--- src/rtl/pwm_cfg_sequencer.sv ---
// Operator front end for the 4-channel PWM driver: debounced BTN/SW edit events,
// shadow duty/mode settings, and a commit FSM that updates live outputs only on PERIOD_END.
module pwm_cfg_sequencer #(
    parameter int N_CH       = 4,
    parameter int DEB_CYCLES = 1000,
    parameter int DUTY_STEP  = 10,
    parameter int DUTY_MAX   = 100
) (
    input  logic                clk,
    input  logic                rst_n,
    input  logic [N_CH-1:0]     btn,
    input  logic [5:0]          sw,
    input  logic                period_end,
    output logic [7*N_CH-1:0]   duty,
    output logic                high_true,
    output logic                center_mode,
    output logic [1:0]          sel_ch,
    output logic                pending
);

    localparam int N_IN  = N_CH + 6;
    localparam int CNT_W = $clog2(DEB_CYCLES + 1);
    localparam logic [CNT_W-1:0] DEB_LAST = CNT_W'(DEB_CYCLES - 1);

    typedef enum logic {
        IDLE = 1'b0,
        PEND = 1'b1
    } state_t;

    logic [N_IN-1:0] sync_p0;
    logic [N_IN-1:0] sync_p1;
    logic [N_IN-1:0] stable_p2;
    logic [N_IN-1:0] prev_p3;
    logic [N_IN-1:0] evt_p3;
    logic [N_CH-1:0] btn_evt;
    logic [5:0]      sw_evt;

    logic [6:0] shadow [N_CH];
    logic       shadow_high;
    logic       shadow_center;

    logic [6:0] cur_duty;
    logic [6:0] nxt_duty;
    logic       nxt_high;
    logic       nxt_center;
    logic [1:0] nxt_sel;
    logic       edit;

    state_t state;

    function automatic logic [6:0] init_duty(input int ch);
        int d;
        d = 10 * (ch + 1);
        if (d > DUTY_MAX) d = DUTY_MAX;
        return 7'(d);
    endfunction

    function automatic logic [6:0] sat_inc(input logic [6:0] v);
        logic [7:0] s;
        s = {1'b0, v} + 8'(DUTY_STEP);
        return (s > 8'(DUTY_MAX)) ? 7'(DUTY_MAX) : s[6:0];
    endfunction

    function automatic logic [6:0] sat_dec(input logic [6:0] v);
        return (v < 7'(DUTY_STEP)) ? 7'd0 : v - 7'(DUTY_STEP);
    endfunction

    // Stage 0/1: two-flop synchroniser on every raw input bit
    always_ff @(posedge clk or negedge rst_n) begin
        if (!rst_n) begin
            sync_p0 <= '0;
            sync_p1 <= '0;
        end else begin
            sync_p0 <= {sw, btn};
            sync_p1 <= sync_p0;
        end
    end

    // Stage 2: debouncer, accepts a change only after DEB_CYCLES consecutive disagreeing samples
    for (genvar i = 0; i < N_IN; i++) begin : g_deb
        logic [CNT_W-1:0] cnt;
        logic             stable;

        always_ff @(posedge clk or negedge rst_n) begin
            if (!rst_n) begin
                cnt    <= '0;
                stable <= 1'b0;
            end else if (sync_p1[i] != stable) begin
                if (cnt == DEB_LAST) begin
                    stable <= sync_p1[i];
                    cnt    <= '0;
                end else begin
                    cnt <= cnt + 1'b1;
                end
            end else begin
                cnt <= '0;
            end
        end

        assign stable_p2[i] = stable;
    end

    // Stage 3: one-cycle event on each accepted 0->1 transition
    always_ff @(posedge clk or negedge rst_n) begin
        if (!rst_n) begin
            prev_p3 <= '0;
            evt_p3  <= '0;
        end else begin
            prev_p3 <= stable_p2;
            evt_p3  <= stable_p2 & ~prev_p3;
        end
    end

    assign btn_evt = evt_p3[N_CH-1:0];
    assign sw_evt  = evt_p3[N_IN-1:N_CH];

    always_comb begin
        cur_duty   = shadow[sel_ch];
        nxt_duty   = cur_duty;
        nxt_high   = shadow_high;
        nxt_center = shadow_center;
        nxt_sel    = sel_ch;

        if (sw_evt[0] && !sw_evt[1]) begin
            nxt_duty = sat_inc(cur_duty);
        end else if (sw_evt[1] && !sw_evt[0]) begin
            nxt_duty = sat_dec(cur_duty);
        end

        if (sw_evt[2] && !sw_evt[3]) begin
            nxt_high = 1'b1;
        end else if (sw_evt[3] && !sw_evt[2]) begin
            nxt_high = 1'b0;
        end

        if (sw_evt[5] && !sw_evt[4]) begin
            nxt_center = 1'b1;
        end else if (sw_evt[4] && !sw_evt[5]) begin
            nxt_center = 1'b0;
        end

        // Descending scan so the lowest pressed index wins
        for (int i = N_CH - 1; i >= 0; i--) begin
            if (btn_evt[i]) nxt_sel = 2'(i);
        end

        edit = (nxt_duty != cur_duty) || (nxt_high != shadow_high) ||
               (nxt_center != shadow_center);
    end

    // Stage 4: shadow settings and channel select
    always_ff @(posedge clk or negedge rst_n) begin
        if (!rst_n) begin
            sel_ch <= 2'd0;
            for (int i = 0; i < N_CH; i++) begin
                shadow[i] <= init_duty(i);
            end
            shadow_high   <= 1'b1;
            shadow_center <= 1'b0;
        end else begin
            sel_ch         <= nxt_sel;
            shadow[sel_ch] <= nxt_duty;
            shadow_high    <= nxt_high;
            shadow_center  <= nxt_center;
        end
    end

    // Commit FSM: committed registers take the pre-edit shadow on PERIOD_END
    always_ff @(posedge clk or negedge rst_n) begin
        if (!rst_n) begin
            state   <= IDLE;
            pending <= 1'b0;
            for (int i = 0; i < N_CH; i++) begin
                duty[7*i +: 7] <= init_duty(i);
            end
            high_true   <= 1'b1;
            center_mode <= 1'b0;
        end else begin
            case (state)
                IDLE: begin
                    if (edit) begin
                        state   <= PEND;
                        pending <= 1'b1;
                    end
                end
                PEND: begin
                    if (period_end) begin
                        for (int i = 0; i < N_CH; i++) begin
                            duty[7*i +: 7] <= shadow[i];
                        end
                        high_true   <= shadow_high;
                        center_mode <= shadow_center;
                        if (!edit) begin
                            state   <= IDLE;
                            pending <= 1'b0;
                        end
                    end
                end
                default: begin
                    state   <= IDLE;
                    pending <= 1'b0;
                end
            endcase
        end
    end

endmodule

--- config.mk ---
export PLATFORM = sky130hd
export DESIGN_NAME = pwm_cfg_sequencer
export DESIGN_NICKNAME = d
export VERILOG_FILES = /design/src/rtl/pwm_cfg_sequencer.sv
export SDC_FILE = /design/constraint.sdc
export NUM_CORES = 1
export LEC_CHECK = 0
export CORE_MARGIN = 1.5
export CORE_UTILIZATION = 60
export DETAILED_ROUTE_END_ITERATION = 8
export PLACE_DENSITY = 0.89
export SYNTH_ARGS = -nofsm -noshare
export SYNTH_HDL_FRONTEND = slang
export SYNTH_SLANG_ARGS = --single-unit
--- constraint.sdc ---
create_clock -name clk -period 10.8 [get_ports clk]
set_input_delay 2.16 -clock clk [delete_from_list [all_inputs] [get_ports clk]]
set_output_delay 2.16 -clock clk [all_outputs]
set_load 0.02 [all_outputs]
==> reports/metrics.csv, run 1 <==
metric,value,unit
Die Y,127,microns
setup tns final,0,ns
CP bufs+invs,1,
syn_nets,854,
Clock Power Share,48.5,%
synthesized area,0.00923,sq mm
Sw Share,20.1,%
Die X,127,microns
RSZ-0062 raised after global routing,false,
crit path kind,flip-flop to output port,
fin nets,909,
Non-Filler Instances,1088,
Synth Area in XOR/XNOR,8.63,%
post-DP HPWL,10900,microns
Ant. Diodes,0,
core box area,0.0151,sq mm
CP max stage cell,dfrtp_1,
WL/cell,15.6,microns
layout cells sized above 1,13.2,%
# H-tree levels,1,
Routed Antenna Nets,0,
hold path startpoint,sync_p0[9],
DR vias,6115,
post-synth cell types,51,
"Top FF cell, synth",dfrtp_1,
worst path cell trace,clkdlybuf4s50_1,
register area share after synthesis,58.3,%
DP Area,0.00985,sq mm
Iteration-0 DRC Markers,424,
area growth from synthesis to layout,15.4,%
cts repair resizes,0,
Pre-antenna DRT Iters,4,
largest net degree at the start of global routing,131,
CP Launch Point,sel_ch[0],
die area,0.0161,sq mm
final setup vio count,0,
CP startpoint kind,flip-flop,
P_sw,0.340,mW
hold buffer count at cts,0,
Post-synth EDFFs,0,
TritonCTS Sinks,214,
Total Routing Usage GR,22.0,%
slowest cell delay on critical path,0.78,ns
"Slew Viols, Final",0,
first-pass GRT wire length,28800,microns
Vias/cell,5.62,
Top Family by Delay on Critical Path,flip-flops,
post-synth top area share,52.0,%
row cnt,45,
Worst VDD drop,0.127,mV
"most common cell after layout, fill and taps aside",dfrtp_1,
final wirelength,17000,microns
gr ovfl total,0,
clk slew on worst S/H paths,0.06,ns
PD cells,158,mW/mm^2
I/O Pins,46,
design area,0.0107,sq mm
synth warn,0,
placed cells,1048,
Synth Register Bits,214,
Worst EP required,8.64,ns
most frequent cells in the layout,"dfrtp_1 (192), nor2_1 (127), nand2_1 (80)",
leakage power,4.72,nW
main combinational cell family by area after synthesis,simple AND/OR/NAND/NOR gates,
Comb power frac,2.6,%
post-synthesis mux area share,7.06,%
Initial Util,61.2,%
Hold WS,0.347,ns
Mapped Cells,829,
clk_lat worst skew,0.50,ns
number of buffers on the longest clock path,3,
CTS buffer count,22,
CP arrival,2.03,ns
Seq pwr share,48.9,%
ys async rst share,100,%
Layout Skew,0.00795,ns
Rel. slew slack,30.7,%
Fin. Hold Viols,0,
drt drc,0,
Final Cycle Share,38.8,%
CTS tree,yes,
synth top area cells,"dfrtp_1 (52%), dfstp_2 (6.3%), xnor2_1 (5.5%)",
gpl congestion,0.877,
reg2reg start,sel_ch[0],
vias in the first global route,6146,
initial antenna violation count,0,
MaxCap Viol Count,0,
Mapped Avg Cell Area,11.1,sq um
I/O Buffers,45,
Synth Area in Adders,1.63,%
maximum clock frequency,239,MHz
clock root buffer,clkbuf_16,
crit-path max FO,15,
Critical Path End Type,output port,
Synth Area in Compound Gates,4.99,%
slew at the pin closest to its max-slew limit,1.04,ns
post-CTS setup buffers,0,
Power Internal,1.35,mW
cell taking the most area after synthesis,dfrtp_1,
Post-Synth Simple-Gate Area,17.6,%
HP Class,flip-flop to flip-flop,
crit path time final,4.19,ns
status,completed,
## power by group through the flow
stage               Clock (mW)  Combinational [mW]  Sequential [mW]
floorplan                    0              0.0188            0.837
global placement             0              0.0430            0.838
detailed placement           0              0.0453            0.839
CTS                      0.836              0.0455            0.825
global route             0.870              0.0513            0.827
finish                   0.819              0.0440            0.826
## worst paths after layout
kind / slack, ns / end / cells after the start
worst max-delay path: 6.61 / sel_ch[0] / 1
worst min-delay path: 0.35 / sync_p1[9] / 0
worst max register to register: 6.83 / pending / 10
worst min register to register: 0.35 / sync_p1[9] / 0
max in group asynchronous: 7.32 / g_deb[4].cnt[9] / 2
min in group asynchronous: 1.83 / g_deb[7].cnt[6] / 1
## state kept, by name (all words and copies together), names as in the netlist
| register | cells |
|---|---|
| prev_p3 | 10 |
| center_mode | 1 |
| state | 1 |
| shadow_high | 1 |
| g_deb.stable | 10 |
| shadow_center | 1 |
| sync_p0 | 10 |
| pending | 1 |
| duty | 28 |
| evt_p3 | 10 |
| sync_p1 | 10 |
| g_deb.cnt | 100 |
| sel_ch | 2 |
| shadow | 28 |
| high_true | 1 |
## synth_stat cells (all sizes together) (2+ instances only)
library cell and number:
nand2 80, a2111oi 2, o31ai 3, dfrtp 192, xnor2 58, buf 4, dfstp 22, or3 8
o22ai 3, a21oi 15, nand4b 2, ha 12, nand3 26, nor2 127, nor3 19, and2 8
nand4 12, or4 10, xor2 33, nor4 2, mux4 7, and3 22, nand2b 8, a31oi 2
o21ai 37, clkbuf 12, mux2 43, o21a 5, or2 4, a32oi 2, nor2b 13, inv 22
and3b 2
## stage by stage
step	total power, mW	setup slack [ns]	util (%)
finish	1.69	6.61	70.6
detailed placement	0.884	6.72	65.3
CTS	1.71	6.58	70.6
global route	1.75	6.54	70.6
floorplan	0.856	7.10	-
global placement	0.882	6.75	65.3
## routing by layer
layer / GRT usage, % / up-vias / share of wire [%]
li1: - / 2920 / -
met1: 27.9 / 3044 / 43
met2: 38.7 / 117 / 51
met3: 3.39 / 34 / 3.5
met4: 7.95 / 0 / 2.7
met5: 0 / - / 0
## layout make-up
type	instances	area, sq um
sequential	214	5380
fill	986	4430
multi-input combinational	577	3680
clock buffer	31	656
timing repair buffer	47	469
tap	188	235
clock inverter	9	145
inverter	22	82.6
## cell families after synthesis
logic type,after synthesis
xor+xnor,91
mux,51
fa+ha+maj,12
compound gates,77
flops,214
simple gates,346
buf+inv,38
Note: power is estimated with default switching activity, not from simulation.
==> inputs of run 2 (changes only) <==
==> constraint.sdc (replaced) <==
create_clock -name clk -period 3.88 [get_ports clk]
set_input_delay 0.776 -clock clk [delete_from_list [all_inputs] [get_ports clk]]
set_output_delay 0.776 -clock clk [all_outputs]
set_load 0.02 [all_outputs]
==> reports/metrics.csv, run 2 (same netlist as run 1, synthesis figures left out) <==
metric,value,unit
CP startpoint kind,flip-flop,
Worst R2R End,pending,
Total Routing Usage GR,23.6,%
"Slew Viols, Final",0,
drt drc,0,
clk slew on worst S/H paths,0.06,ns
gpl congestion,0.913,
WL/cell,16.6,microns
number of buffers on the longest clock path,3,
Iteration-0 DRC Markers,414,
Regs by FF count,"g_deb.cnt: 100 flops, duty: 28 flops, shadow: 28 flops",
first-pass GRT wire length,30600,microns
clock root buffer,clkbuf_16,
Largest register FFs,100,
GRT met2 Usage,40.7,%
layout cells sized above 1,13.7,%
"most common cell after layout, fill and taps aside",dfrtp_1,
# H-tree levels,1,
initial antenna violation count,0,
Initial Util,61.2,%
I/O Pins,46,
CTS tree,yes,
core box area,0.0151,sq mm
Layout Skew,0.00824,ns
hold endpoint,sync_p1[0],
Die Y,127,microns
CP Launch Point,sel_ch[0],
setup tns final,0,ns
post-CTS setup buffers,0,
I/O Buffers,45,
R2R setup slack,0.34,ns
Reg area,0.00538,sq mm
crit path kind,flip-flop to flip-flop,
CP arrival,3.90,ns
area growth from synthesis to layout,16.4,%
maximum clock frequency,283,MHz
Ant. Diodes,0,
crit-path max FO,6,
reg2reg start,sel_ch[0],
RSZ-0062 raised after global routing,false,
Pre-antenna DRT Iters,6,
cts repair resizes,0,
status,completed,
Worst VDD drop,0.377,mV
hold path startpoint,sync_p0[0],
MaxCap Viol Count,0,
crit path time final,3.54,ns
met1 GRT Util,29.9,%
PD cells,445,mW/mm^2
reg2reg path depth,10,
final setup vio count,0,
leakage power,4.77,nW
largest register by flop count,g_deb.cnt,
Fin. Hold Viols,0,
most frequent cells in the layout,"dfrtp_1 (192), nor2_1 (127), nand2_1 (80)",
Die X,127,microns
Rel. slew slack,44.2,%
clk_lat worst skew,0.50,ns
DR vias,6247,
worst hold path depth,0,
Fill cells,1002,
Vias/cell,5.71,
fin nets,915,
Critical Path End Type,flip-flop,
HP Class,flip-flop to flip-flop,
CTS buffer count,22,
post-DP HPWL,11600,microns
Hold WS,0.346,ns
Multi-input gate area,0.00368,sq mm
die area,0.0161,sq mm
largest net degree at the start of global routing,110,
slew at the pin closest to its max-slew limit,0.837,ns
vias in the first global route,6456,
final wirelength,18100,microns
Routed Antenna Nets,0,
hold buffer count at cts,0,
Worst EP required,4.24,ns
global-route met3 utilization,4.15,%
gr ovfl total,0,
global route hottest layer,met2,
row cnt,45,
TritonCTS Sinks,214,
Final Cycle Share,91.2,%
## run 2: cell types whose count changed in the layout (fill, tap and decap cells not counted)
cell / change
clkbuf_1: +1
buf_4: +4
bufinv_16: +1
buf_12: +2
clkinv_2: -2
## run 2: metrics by stage
step / setup slack (ns) / instance area, sq um / power (mW) / util (%) / cells
3_3_place_gp: 0.525 / 9920 / 2.46 / 65.8 / 1054
4_1_cts: 0.394 / 10700 / 4.82 / 71.2 / 1094
6_report: 0.342 / 10700 / 4.78 / 71.2 / 1094
5_1_grt: 0.157 / 10700 / 4.94 / 71.2 / 1094
3_5_place_dp: 0.444 / 9920 / 2.47 / 65.8 / 1054
2_1_floorplan: 0.184 / 9230 / 2.38 / - / 829
## run 2: critical path, cell delays in order, from the launching register on
cell,delay (ns)
dfrtp_1,0.44
mux4_2,0.56
ha_1,0.27
or2_2,0.30
o22a_1,0.22
or4_1,0.51
a32o_2,0.30
o211ai_1,0.17
o21ai_1,0.12
a2111oi_0,0.43
a311oi_1,0.09
## run 2: how the worst max path moves through the flow
stage / slack, ns / to / depth (start not counted)
after detailed placement: 0.44 / state / 10
final: 0.34 / pending / 10
after global placement: 0.52 / pending / 10
after floorplan: 0.18 / pending / 13
after global routing: 0.16 / pending / 10
after CTS: 0.39 / pending / 10
## run 2: layer usage
layer / vias up / wire (microns)
met5: - / 0
met2: 186 / 9100
met3: 42 / 896
li1: 2940 / -
met4: 0 / 477
met1: 3079 / 7650
## run 2: where the power goes
| group | total [mW] | internal, mW | switching (mW) |
|---|---|---|---|
| registers | 2.30 | 2.27 | 0.0298 |
| logic | 0.128 | 0.0455 | 0.0828 |
| clock network | 2.35 | 1.51 | 0.845 |
## run 2: cell type report
class | instances | share of cell area [%]
sequential | 214 | 50.1
inverter | 22 | 0.768
clock buffer | 32 | 6.13
tap | 188 | 2.19
multi-input combinational | 577 | 34.3
clock inverter | 8 | 1.54
timing repair buffer | 53 | 5.02
